File: config.mk
export PLATFORM = sky130hd
export DESIGN_NAME = bus_rx_endpoint
export DESIGN_NICKNAME = d
export VERILOG_FILES = /design/src/rtl/bus_pkg.sv /design/src/rtl/sync_fifo_fwft.sv /design/src/rtl/bus_rx_endpoint.sv
export SDC_FILE = /design/constraint.sdc
export NUM_CORES = 1
export LEC_CHECK = 0
export BUFFER_PORTS_ARGS = -buffer_cell sky130_fd_sc_hd__buf_4
export CAP_MARGIN = 10
export CORE_MARGIN = 2
export CORE_UTILIZATION = 33
export DETAILED_ROUTE_END_ITERATION = 6
export GPL_TIMING_DRIVEN = 0
export SLEW_MARGIN = 20
export SYNTH_ARGS = -nofsm -noshare
export SYNTH_HDL_FRONTEND = slang
export SYNTH_SLANG_ARGS = --single-unit
File: constraint.sdc
create_clock -name clk -period 6.3 [get_ports clk]
set_clock_uncertainty 0.2 [all_clocks]
set_input_delay 0.945 -clock clk [delete_from_list [all_inputs] [get_ports clk]]
set_output_delay 0.945 -clock clk [all_outputs]
set_load 0.02 [all_outputs]
File: src/rtl/bus_pkg.sv
// Shared bus definitions used by the receive endpoint and the transmit-side bus agents.
package bus_pkg;

  localparam int unsigned ID_W      = 8;
  localparam int unsigned STAT_W    = 16;
  localparam int unsigned PKT_MAX_W = 64;
  localparam logic [ID_W-1:0] BCAST_ID = 8'hFF;

  typedef logic [STAT_W-1:0] stat_t;

  // Destination ID sits in the top ID_W bits of a pkt_w-bit packet.
  function automatic logic [ID_W-1:0] pkt_id(input logic [PKT_MAX_W-1:0] pkt,
                                             input int unsigned pkt_w);
    logic [PKT_MAX_W-1:0] sh;
    sh = pkt >> (pkt_w - ID_W);
    return sh[ID_W-1:0];
  endfunction

  function automatic stat_t sat_inc(input stat_t v);
    return (v == '1) ? v : v + stat_t'(1);
  endfunction

endpackage

File: src/rtl/sync_fifo_fwft.sv
// First-word-fall-through FIFO; occupancy is tracked by a counter, never by pointer compare.
module sync_fifo_fwft #(
  parameter int unsigned WIDTH = 16,
  parameter int unsigned DEPTH = 4
) (
  input  logic                     clk,
  input  logic                     rst,
  input  logic                     wr_en,
  input  logic [WIDTH-1:0]         wr_data,
  input  logic                     rd_en,
  output logic [WIDTH-1:0]         rd_data,
  output logic                     full,
  output logic                     empty,
  output logic [$clog2(DEPTH):0]   count
);

  localparam int unsigned AW = $clog2(DEPTH);
  localparam int unsigned CW = AW + 1;

  typedef enum logic [1:0] {EMPTY, PARTIAL, FULL} fifo_state_e;

  fifo_state_e          state_q, state_d;
  logic [CW-1:0]        cnt_q, cnt_d;
  logic [AW-1:0]        wptr_q, rptr_q;
  logic [WIDTH-1:0]     mem_q [DEPTH];
  logic                 do_wr, do_rd;

  // A write into a full FIFO is only legal when the head leaves in the same cycle.
  assign do_rd = rd_en && (state_q != EMPTY);
  assign do_wr = wr_en && ((state_q != FULL) || do_rd);

  always_ff @(posedge clk) begin
    if (rst) begin
      state_q <= EMPTY;
      cnt_q   <= '0;
      wptr_q  <= '0;
      rptr_q  <= '0;
      for (int i = 0; i < int'(DEPTH); i++) mem_q[i] <= '0;
    end else begin
      state_q <= state_d;
      cnt_q   <= cnt_d;
      if (do_wr) begin
        mem_q[wptr_q] <= wr_data;
        wptr_q        <= wptr_q + AW'(1);
      end
      if (do_rd) rptr_q <= rptr_q + AW'(1);
    end
  end

  always_comb begin
    cnt_d   = cnt_q;
    state_d = state_q;
    if (do_wr && !do_rd)      cnt_d = cnt_q + CW'(1);
    else if (do_rd && !do_wr) cnt_d = cnt_q - CW'(1);
    case (state_q)
      EMPTY:   if (do_wr) state_d = PARTIAL;
      PARTIAL: begin
        if (do_wr && !do_rd && cnt_q == CW'(DEPTH - 1)) state_d = FULL;
        else if (do_rd && !do_wr && cnt_q == CW'(1))    state_d = EMPTY;
      end
      FULL:    if (do_rd && !do_wr) state_d = PARTIAL;
      default: state_d = EMPTY;
    endcase
  end

  assign rd_data = mem_q[rptr_q];
  assign full    = (state_q == FULL);
  assign empty   = (state_q == EMPTY);
  assign count   = cnt_q;

endmodule

File: src/rtl/bus_rx_endpoint.sv
// Receive endpoint: ID filter, FWFT buffering toward the local consumer, and per-endpoint statistics.
module bus_rx_endpoint
  import bus_pkg::*;
#(
  parameter int unsigned drvrs    = 4,
  parameter int unsigned pckg_sz  = 16,
  parameter logic [7:0]  MY_ID    = 8'd0,
  parameter int unsigned DEPTH    = 4,
  parameter logic [7:0]  BCAST_ID = bus_pkg::BCAST_ID
) (
  input  logic                     clk,
  input  logic                     rst,
  input  logic                     push,
  input  logic [pckg_sz-1:0]       D_push,
  output logic                     out_valid,
  output logic [pckg_sz-1:0]       out_data,
  input  logic                     out_ready,
  output logic                     pndng,
  output logic [$clog2(DEPTH):0]   count,
  output logic                     ovf,
  output stat_t                    rx_cnt,
  output stat_t                    drop_cnt
);

  if (pckg_sz < 9 || pckg_sz > PKT_MAX_W || 32'(MY_ID) >= drvrs ||
      DEPTH < 2 || (DEPTH & (DEPTH - 1)) != 0) begin : g_bad_cfg
    $error("bus_rx_endpoint: illegal parameter set");
  end

  logic [ID_W-1:0] id_c;
  logic            hit, cand, pop, fifo_full, fifo_empty;
  logic            accept, filt_drop, ovf_drop;

  assign id_c      = pkt_id(PKT_MAX_W'(D_push), pckg_sz);
  assign hit       = (id_c == MY_ID) || (id_c == BCAST_ID);
  assign cand      = push && hit;
  assign pop       = out_valid && out_ready;
  assign accept    = cand && (!fifo_full || pop);
  assign filt_drop = push && !hit;
  assign ovf_drop  = cand && fifo_full && !pop;

  sync_fifo_fwft #(
    .WIDTH (pckg_sz),
    .DEPTH (DEPTH)
  ) u_fifo (
    .clk     (clk),
    .rst     (rst),
    .wr_en   (cand),
    .wr_data (D_push),
    .rd_en   (out_ready),
    .rd_data (out_data),
    .full    (fifo_full),
    .empty   (fifo_empty),
    .count   (count)
  );

  assign out_valid = !fifo_empty;
  assign pndng     = out_valid;

  // Each push event bumps exactly one counter; ovf latches the first overflow drop.
  always_ff @(posedge clk) begin
    if (rst) begin
      ovf      <= 1'b0;
      rx_cnt   <= '0;
      drop_cnt <= '0;
    end else begin
      if (accept)                rx_cnt   <= sat_inc(rx_cnt);
      if (filt_drop || ovf_drop) drop_cnt <= sat_inc(drop_cnt);
      if (ovf_drop)              ovf      <= 1'b1;
    end
  end

endmodule

==> reports/metrics.yaml <==
sta:
  post-route-period-util_pct: 60.6
  slew_violations: 0
  hold_viol_final: 0
  min_period_ns: 3.82
  max-slew-margin-rel_pct: 35.1
  fmax_mhz: 262
  setup-violations-final: 0
  rsz0062_at_grt: "no"
  setup_slack_ns: 2.48
  tightest_slew_ns: 0.974
  setup_tns_ns: 0
clocking:
  cts.repair.resized: 0
  cts-htree-levels: 3
  clk_pin_slew_ns: 0.07
  cts_root_buffer: "clkbuf_16"
  cts_made_buffers: 9
  max-clock-path-buffers: 2
  cts_tree: "done"
  postCtsSetupBuffers: 0
  ctsHoldBuffers: 0
  clock-sinks: 108
  clock_latency_ns: 0.36
detailed_routing:
  route.met2.wl_microns: 6070
  routed_wl_microns: 11900
  first_pass_iters: 4
  wl_per_cell_microns: 16.8
  route.met3.wl_microns: 447
  drt_iter0_markers: 194
  drc: 0
  topRoutingLayerUsed: "met4"
  wl_met1_microns: 5230
  ant_nets: 0
  vias: 3576
  viasPerCell: 5.05
yosys:
  ys_seq_area_share_pct: 57.2
  ys_seq_elements: 108
  yosysUniqueCellTypes: 50
  synth_ff_type: "edfxtp_1"
  netlist_instances: 436
  ys_warn_count: 0
  synth_fp_nets: 462
  async_reset_ff_share_pct: 0
  synthesis.area_sq_um: 4900
  syn_area_per_cell_sq_um: 11.2
  synth_edf_count: 64
place:
  dp_hpwl_microns: 8110
  gp_congestion: 0.764
  io_buffers: 72
  placed_cells: 692
  postPlaceCellArea_sq_um: 5670
  pre_cts_ws_ns: 2.24
cells_and_area:
  stdcell_area_sq_um: 5990
  area_delta_synth_final_pct: 22.3
  nets: 545
  antenna_cells: 0
  drive_above_1_share_pct: 22.7
  fin_cells: 708
  final_core_util_pct: 41.2
pwr:
  pwr_density_cell_nw_per_um2: 248
  ir_drop_mv: 0.142
  p_leak_nw: 2.15
floorplanning:
  die-area_sq_um: 15800
  die_h_microns: 126
  num_rows: 44
  fp.dieW_microns: 126
  boundaryPins: 74
  coreArea_sq_um: 14500
  initial_utilization_pct: 33.7
worst_setup_path:
  slowest_stage: "buf_1"
  cp_max_fo: 10
  endpoint: "out_data[13]"
  required_ns: 5.15
  worst_path_largest_cell_delay_ns: 0.74
  critical_path_class: "reg -> out"
  endpoint_kind: "output port"
  r2r-end: "u_fifo.mem_q[0][9]"
  arrival_ns: 2.67
  path_cells: "clkbuf_1 -> buf_1 -> mux4_2 -> buf_4"
  cp-start-kind: "flip-flop"
  r2r_cells: 7
  r2r_setup_slack_ns: 3.03
  reg2reg_from: "u_fifo.state_q[1]"
min_path:
  hold_class: "reg -> reg"
  hold_path_depth: 1
global_routing:
  grt.overflow.total: 0
  grt_util_all_layers_pct: 15.6
  grt_pass1_wl_microns: 19200
  antenna_found_initial: 0
  grt_start_max_net_pins: 19
  grt_pass1_vias: 3665
status:
  status: "complete, no violations"
run:
  maxCapViolCount: 0
-- synth_stat cells (9+ instances only) --
cell type | count | area share, %
nand3_1 | 13 | 1.3
nand2b_1 | 21 | 2.7
nand2_1 | 18 | 1.4
clkbuf_1 | 17 | 1.3
dfxtp_1 | 44 | 18
edfxtp_1 | 64 | 39
xor2_1 | 9 | 1.6
nor2_1 | 102 | 7.8
xnor2_1 | 14 | 2.5
a21oi_1 | 11 | 1.1
nand4_1 | 12 | 1.5
nor3_1 | 11 | 1.1
mux4_2 | 16 | 7.4
-- logic make-up after synthesis --
family          after synthesis  share of synthesized area [%]
flops                       108                           57.2
xor+xnor                     23                           4.11
fa+ha+maj                     6                           1.53
mux                          19                           7.99
compound gates               39                           5.31
simple gates                215                           21.7
buf+inv                      26                           2.15
-- flip-flops by register name, summed over array words and instances (netlist names), named ones only --
name            cells
rx_cnt             16
drop_cnt           16
u_fifo.mem_q       64
u_fifo.count        3
u_fifo.rptr_q       2
ovf                 1
u_fifo.state_q      2
u_fifo.wptr_q       2
-- routing by layer --
| metal | GRT usage, % | vias up |
|---|---|---|
| met5 | 0 | - |
| met4 | 4.52 | 0 |
| met3 | 4.16 | 10 |
| met2 | 27.4 | 60 |
| met1 | 18.8 | 1774 |
| li1 | - | 1732 |
-- cell usage in the layout, fill, tap and decap left out, drive strengths merged, types with 12 or more instances in the layout --
master / netlist / layout
nand2b: 21 / 21
dfxtp: 44 / 44
clkbuf: 17 / 27
edfxtp: 64 / 64
buf: 5 / 77
nor2: 103 / 103
nand2: 18 / 18
nand4: 12 / 12
nand3: 13 / 13
mux4: 16 / 16
xnor2: 14 / 14
-- worst min-delay path by stage --
stage                          start         to  slack, ns
global placement                 ovf        ovf       0.28
floorplan           u_fifo.rptr_q[1]  flip-flop       0.28
finish                           ovf        ovf       0.29
global route                     ovf        ovf       0.32
CTS                              ovf        ovf       0.30
detailed placement               ovf        ovf       0.28
-- report_power, final --
part | total, mW | internal, mW | switching (mW)
combinational | 0.0867 | 0.0348 | 0.0520
clock | 0.622 | 0.354 | 0.268
sequential | 0.774 | 0.765 | 0.00887
total | 1.48 | 1.15 | 0.329
-- worst max-delay path, delay by kind of cell (launching register included) --
kind / cells / cell delay (ns)
DFF: 1 / 0.31
muxes: 1 / 0.62
buffers and inverters: 3 / 1.38
-- stage by stage --
stage / hold WS (ns) / power [mW]
3_3_place_gp: 0.280 / 0.874
6_report: 0.293 / 1.48
3_5_place_dp: 0.284 / 0.878
4_1_cts: 0.300 / 1.49
2_1_floorplan: 0.285 / 0.836
5_1_grt: 0.320 / 1.53
-- cell type report --
type | instances | area (sq um)
repair buffers | 72 | 541
inverters | 4 | 15.0
flip-flops and latches | 108 | 2800
clock buffers | 10 | 229
plain buffers | 22 | 90.1
well taps | 184 | 230
fillers | 1441 | 8540
clock inverters | 6 | 93.8
multi-input cells | 302 | 1990
No activity file was read; power rests on OpenSTA's default activity.
